<file path="src/rtl/mult_pkg.sv">
// ---------------------------------------------------------------------------
// mult_pkg -- shared definitions for the multicycle Booth multiplier.
//
// Contents:
//   MULT_WIDTH     default operand width (product is 2*MULT_WIDTH)
//   MULT_STEPS     Booth iterations per multiply (one per operand bit)
//   cnt_width()    width of the step counter for a given step count
//   mult_state_e   controller states IDLE / RUN / DONE
//   booth_op_e     action chosen by one radix-2 Booth iteration
// ---------------------------------------------------------------------------
package mult_pkg;

  localparam int MULT_WIDTH = 32;
  localparam int MULT_STEPS = MULT_WIDTH;

  // One spare bit above $clog2 so the counter can hold the step count itself.
  function automatic int cnt_width(input int steps);
    return $clog2(steps) + 1;
  endfunction

  typedef enum logic [1:0] {
    ST_IDLE = 2'd0,
    ST_RUN  = 2'd1,
    ST_DONE = 2'd2
  } mult_state_e;

  typedef enum logic [1:0] {
    BOOTH_NOP = 2'd0,
    BOOTH_ADD = 2'd1,
    BOOTH_SUB = 2'd2
  } booth_op_e;

endpackage : mult_pkg

</file>
<file path="src/rtl/mult_unit_booth_step.sv">
// ---------------------------------------------------------------------------
// booth_step -- one combinational radix-2 Booth iteration.
//
// Looks at {q[0], q_m1}, adds or subtracts the multiplicand into the
// WIDTH+1-bit accumulator, then arithmetic-shifts {acc, q, q_m1} right by one.
//
// Ports:
//   acc        in  WIDTH+1  partial-product accumulator (two's complement)
//   q          in  WIDTH    multiplier / low product bits
//   q_m1       in  1        bit shifted out of q on the previous iteration
//   m          in  WIDTH+1  sign-extended multiplicand
//   acc_next   out WIDTH+1  accumulator after add/sub and shift
//   q_next     out WIDTH    q after shift
//   q_m1_next  out 1        new q_m1 (old q[0])
// ---------------------------------------------------------------------------
module booth_step
  import mult_pkg::*;
#(
  parameter int WIDTH = MULT_WIDTH
) (
  input  logic [WIDTH:0]   acc,
  input  logic [WIDTH-1:0] q,
  input  logic             q_m1,
  input  logic [WIDTH:0]   m,
  output logic [WIDTH:0]   acc_next,
  output logic [WIDTH-1:0] q_next,
  output logic             q_m1_next
);

  booth_op_e        op;
  logic [WIDTH:0]   sum;

  // NOTE: every signal written in always_comb gets a default first, so no
  // path through the block leaves it unassigned and no latch is inferred.
  always_comb begin
    op  = BOOTH_NOP;
    sum = acc;
    unique case ({q[0], q_m1})
      2'b01:   op = BOOTH_ADD;
      2'b10:   op = BOOTH_SUB;
      default: op = BOOTH_NOP;
    endcase
    case (op)
      BOOTH_ADD: sum = acc + m;
      BOOTH_SUB: sum = acc - m;
      default:   sum = acc;
    endcase
  end

  // Arithmetic right shift of the {sum, q, q_m1} chain: sign bit replicated
  // at the top, the LSB of sum moves into q, q[0] becomes the new q_m1.
  assign acc_next  = {sum[WIDTH], sum[WIDTH:1]};
  assign q_next    = {sum[0], q[WIDTH-1:1]};
  assign q_m1_next = q[0];

endmodule : booth_step

</file>
<file path="src/rtl/mult_unit.sv">
// ---------------------------------------------------------------------------
// mult_unit -- multicycle signed WIDTH x WIDTH multiplier (MULT instruction).
//
// Responder side of the control unit's mult_control / mult_end handshake.
// A start in IDLE captures A and B; WIDTH radix-2 Booth iterations follow,
// one per clock; the 2*WIDTH product lands on HI/LO and mult_end pulses for
// one cycle. mult_control is ignored outside IDLE.
//
// Build option:
//   MULT_ZERO_BYPASS_EN  when defined, a start with A==0 or B==0 skips the
//                        Booth iterations and goes straight to DONE with
//                        HI=LO=0.
//
// Ports:
//   clk           in   1      system clock, rising edge
//   reset         in   1      synchronous, active-high
//   mult_control  in   1      start request, sampled only in IDLE
//   A             in   WIDTH  multiplicand, two's complement
//   B             in   WIDTH  multiplier, two's complement
//   HI            out  WIDTH  upper half of the last product
//   LO            out  WIDTH  lower half of the last product
//   mult_end      out  1      one-cycle done pulse; HI/LO valid while high
//   busy          out  1      high from accepted start until back in IDLE
// ---------------------------------------------------------------------------
module mult_unit
  import mult_pkg::*;
#(
  parameter int WIDTH = MULT_STEPS
) (
  input  logic             clk,
  input  logic             reset,
  input  logic             mult_control,
  input  logic [WIDTH-1:0] A,
  input  logic [WIDTH-1:0] B,
  output logic [WIDTH-1:0] HI,
  output logic [WIDTH-1:0] LO,
  output logic             mult_end,
  output logic             busy
);

  localparam int               CNT_W     = cnt_width(WIDTH);
  localparam logic [CNT_W-1:0] LAST_STEP = CNT_W'(WIDTH - 1);

  mult_state_e state, state_next;

  // Working registers. acc is one bit wider than the operands so that
  // subtracting M = -2^(WIDTH-1) cannot overflow the accumulator.
  logic [WIDTH:0]   acc;
  logic [WIDTH:0]   m;
  logic [WIDTH-1:0] q;
  logic             q_m1;
  logic [CNT_W-1:0] step_cnt;

  logic [WIDTH:0]   acc_next;
  logic [WIDTH-1:0] q_next;
  logic             q_m1_next;

  logic             zero_op;
  logic             last_step;

`ifdef MULT_ZERO_BYPASS_EN
  assign zero_op = (A == '0) || (B == '0);
`else
  assign zero_op = 1'b0;
`endif

  assign last_step = (state == ST_RUN) && (step_cnt == LAST_STEP);

  booth_step #(
    .WIDTH (WIDTH)
  ) u_booth_step (
    .acc       (acc),
    .q         (q),
    .q_m1      (q_m1),
    .m         (m),
    .acc_next  (acc_next),
    .q_next    (q_next),
    .q_m1_next (q_m1_next)
  );

  // ---------------------------------------------------------------- FSM ----
  // NOTE: sequential state uses non-blocking assignments so every register
  // samples the pre-edge values, independent of statement order.
  always_ff @(posedge clk) begin
    if (reset) state <= ST_IDLE;
    else       state <= state_next;
  end

  always_comb begin
    state_next = state;
    case (state)
      ST_IDLE: if (mult_control) state_next = zero_op ? ST_DONE : ST_RUN;
      ST_RUN:  if (last_step)    state_next = ST_DONE;
      ST_DONE:                   state_next = ST_IDLE;
      default:                   state_next = ST_IDLE;
    endcase
  end

  // ----------------------------------------------------------- datapath ----
  // NOTE: the working registers are reset alongside HI/LO even though every
  // start reloads them; this keeps them out of X after reset and costs only
  // a synchronous clear on plain flops (there is no memory array here).
  always_ff @(posedge clk) begin
    if (reset) begin
      acc      <= '0;
      m        <= '0;
      q        <= '0;
      q_m1     <= 1'b0;
      step_cnt <= '0;
      HI       <= '0;
      LO       <= '0;
    end else begin
      case (state)
        ST_IDLE: begin
          if (mult_control) begin
            m        <= {A[WIDTH-1], A};
            q        <= B;
            q_m1     <= 1'b0;
            acc      <= '0;
            step_cnt <= '0;
            if (zero_op) begin
              HI <= '0;
              LO <= '0;
            end
          end
        end
        ST_RUN: begin
          acc      <= acc_next;
          q        <= q_next;
          q_m1     <= q_m1_next;
          step_cnt <= step_cnt + CNT_W'(1);
          // The final iteration's result goes straight to HI/LO so the
          // product is visible in the same cycle mult_end rises.
          if (last_step) begin
            HI <= acc_next[WIDTH-1:0];
            LO <= q_next;
          end
        end
        default: ;
      endcase
    end
  end

  assign mult_end = (state == ST_DONE);
  assign busy     = (state != ST_IDLE);

endmodule : mult_unit
</file>
<file path="config.mk">
export PLATFORM = sky130hd
export DESIGN_NAME = mult_unit
export DESIGN_NICKNAME = d
export VERILOG_FILES = /design/src/rtl/mult_pkg.sv /design/src/rtl/mult_unit_booth_step.sv /design/src/rtl/mult_unit.sv
export SDC_FILE = /design/constraint.sdc
export NUM_CORES = 1
export LEC_CHECK = 0
export CAP_MARGIN = 10
export CORE_MARGIN = 10
export CORE_UTILIZATION = 30
export DETAILED_ROUTE_END_ITERATION = 8
export GPL_TIMING_DRIVEN = 0
export SYNTH_ARGS = -nofsm -noshare
export SYNTH_HDL_FRONTEND = slang
export SYNTH_SLANG_ARGS = --single-unit
</file>
<file path="constraint.sdc">
create_clock -name clk -period 3.7 [get_ports clk]
set_input_delay 0.74 -clock clk [delete_from_list [all_inputs] [get_ports clk]]
set_output_delay 0.74 -clock clk [all_outputs]
set_load 0.03 [all_outputs]
</file>
==> results.json <==
{
  "power.total_mw": 5.486,
  "cp_slowest_cell": "or4_4",
  "maxSlewViolCount": 0,
  "setup-tns-final_ns": -1.879,
  "dieWidth_um": 195.1,
  "final_util_pct": 41.54,
  "grt-ovfl-total": 0,
  "crit_cells": 16,
  "cp_top_family": "simple AND/OR/NAND/NOR gates",
  "io_pins": 133,
  "cts_htree_levels": 4,
  "drc": 0,
  "area_growth_pct": 37.49,
  "viasPerCell": 5.182,
  "wl_per_cell_um": 18.17,
  "cts_tree": "yes",
  "cts_sinks": 169,
  "place.gp.congestion": 0.9303,
  "dp_hpwl_um": 24690,
  "drt-pass1-iter-count": 7,
  "startpoint": "m[1]",
  "rrSetupSlack_ns": -0.24,
  "status": "finished with violations",
  "grt_use_total_pct": 16.28,
  "die-area_um2": 38050,
  "synth_area_leaders": "dfxtp_1 37%, nand2_1 8.9%, a21oi_1 8.4%",
  "synth_edf_count": 0,
  "cp-endpoint": "HI[31]",
  "setup_viol": 18,
  "clk_latency_ns": 0.45,
  "cts_made_buffers": 17,
  "clock_path_buffers": 2,
  "worstPathRequired_ns": 4.04,
  "cp_max_fo": 5,
  "max-slew-margin-rel_pct": 49.21,
  "min_period_ns": 3.940,
  "min-delay-path-class": "reg -> reg",
  "synth_ff_type": "dfxtp_1",
  "clock_skew_ns": 0.01718,
  "period_share_pct": 106.5,
  "fmax_mhz": 253.8,
  "r2r-end": "HI[31]",
  "fin_nets": 1529,
  "portBuffers": 131,
  "num_rows": 64,
  "ys_types": 73,
  "synth_most_common_cell": "nand2_1",
  "num_vias": 9509,
  "synth_area_um2": 9194,
  "num_antenna_cells": 0,
  "syn_avg_cell_area_um2": 7.481,
  "rsz0062_at_grt": "true",
  "antenna_found_initial": 0,
  "chipHeight_um": 195.1,
  "core-area_um2": 30430,
  "path_class": "reg -> reg",
  "p_per_area_nw_per_um2": 434.0,
  "synth_top_area_share_pct": 36.80,
  "peakVddDrop_v": 0.0003640,
  "critical_path_arrival_ns": 4.28,
  "synth_nets": 1332,
  "worst_pin_slew_ns": 0.7619,
  "clkTransAtPathRegs_ns": 0.08,
  "root_buffer": "clkbuf_16",
  "failed_checks": "negative setup slack",
  "ys_warn_count": 0,
  "hold_buffers": 0,
  "finalHoldViolCount": 0,
  "grt_pass1_vias": 8849,
  "grt_pass1_wl_um": 49930,
  "setup_slack_ns": -0.2404,
  "drive_gt1_share_pct": 15.57,
  "rr_startpoint": "m[1]",
  "synthCells": 1229,
  "hold_slack_ns": 0.4558,
  "worstRegToRegCells": 16,
  "p_leak_nw": 4.555,
  "async_flop_share_pct": 0,
  "synth_seq_cells": 169,
  "cp-start-kind": "flop",
  "yosys.area.top_type": "dfxtp_1",
  "ant_nets": 0,
  "max-cap-violations": 0,
  "critPathMaxStageDelay_ns": 0.55,
  "crit_chain": "or4_4 -> nor3b_4 -> and2_4 -> and3b_2 -> a21oi_1 -> xnor2_2 -> ha_4 -> a21o_1 -> a21oi_2 -> o21bai_2 -> o21a_2 -> nor4_4 -> a2111oi_4 -> buf_4 -> nor3b_2 -> o31a_1",
  "initial_core_util_pct": 30.21,
  "totalWireLength_um": 33340,
  "crit_path_end_kind": "flop",
  "seq_area_frac_synth_pct": 36.80,
  "cp.buffers_inverters": 1,
  "synth_common_cells": "218 x nand2_1, 185 x nor2_1, 169 x dfxtp_1",
  "drt_iter0_drc": 698,
  "grt_max_degree": 20
}
worst min-delay path, cell delays in order (launching register included):
cell,delay [ns]
dfxtp_1,0.31
nand2_1,0.05
a21oi_1,0.05
worst min path at each step:
| stage | cells after the start | slack, ns | start | endpoint |
|---|---|---|---|---|
| after floorplan | 2 | 0.45 | q[31] | LO[30] |
| after global placement | 2 | 0.44 | LO[1] | LO[1] |
| after detailed placement | 2 | 0.45 | LO[11] | LO[11] |
| after CTS | 2 | 0.46 | LO[11] | LO[11] |
| after global routing | 2 | 0.48 | LO[18] | LO[18] |
| final | 2 | 0.46 | LO[10] | LO[10] |
final cells by class:
type | count | area, um2
clock inverter | 15 | 193.9
sequential | 169 | 3397
inverter | 26 | 97.59
tap | 396 | 495.5
buffer | 78 | 326.6
clock buffer | 17 | 425.4
timing repair buffer | 185 | 1728
multi-input combinational | 949 | 5977
fill | 3156 | 17790
layer usage:
| metal | track usage, % | vias to the layer above | wire, um |
|---|---|---|---|
| met5 | 0 | - | 0 |
| met4 | 4.016 | 0 | 482 |
| met3 | 2.861 | 35 | 2096 |
| met2 | 26.53 | 333 | 15400 |
| met1 | 21.74 | 4461 | 15360 |
| li1 | - | 4680 | - |
logic make-up after synthesis:
family	count (synthesis)	share of synthesized area, %
and+or+nand+nor	556	27.11
muxes	11	1.211
DFF	169	36.80
xor gates and xnor gates	49	4.668
adders and majority gates	36	4.981
AOI/OAI and AO/OA	297	20.56
buffers and inverters	111	4.668
power by group:
part           switching, mW  internal, mW
clock                  0.909         0.979
combinational          0.935         0.677
sequential            0.0889          1.90
cells in the final DEF (no fill, tap or decap), drive strengths merged, types with 5 or more instances in the layout:
master and count:
mux2i 10, xor2 9, a311oi 19, clkbuf 85
and3b 5, nand3 29, a31oi 10, inv 33
dfxtp 169, clkinv 6, nor2b 7, nand2 219
o21a 8, a21o 11, nor3 27, xnor2 40
ha 35, and3 6, nand4 10, clkdlybuf4s50 131
nand2b 8, a211oi 12, o31a 5, nor2 185
a21oi 155, buf 64, o211ai 8, nor4 36
o21ai 34
per-stage QoR:
stage / cell area, um2 / worst slack (ns) / instances
floorplan: 9210 / -0.01527 / 1229
global placement: 11020 / -0.8316 / 1756
detailed placement: 11020 / -0.8857 / 1756
CTS: 12170 / -0.2571 / 1812
global route: 12640 / -0.3587 / 1835
finish: 12640 / -0.2404 / 1835
sequential cells by signal (all words and copies together), names as in the netlist:
name / cells
q: 32
acc: 32
LO: 32
step_cnt: 6
q_m1: 1
state: 2
m: 32
HI: 32
timing repair:
item	CTS	global route
resized for setup	89	64
setup buffers	32	26
pin swaps	56	58
setup endpoints to repair	42	31
Power figures use the tool's default switching activity.
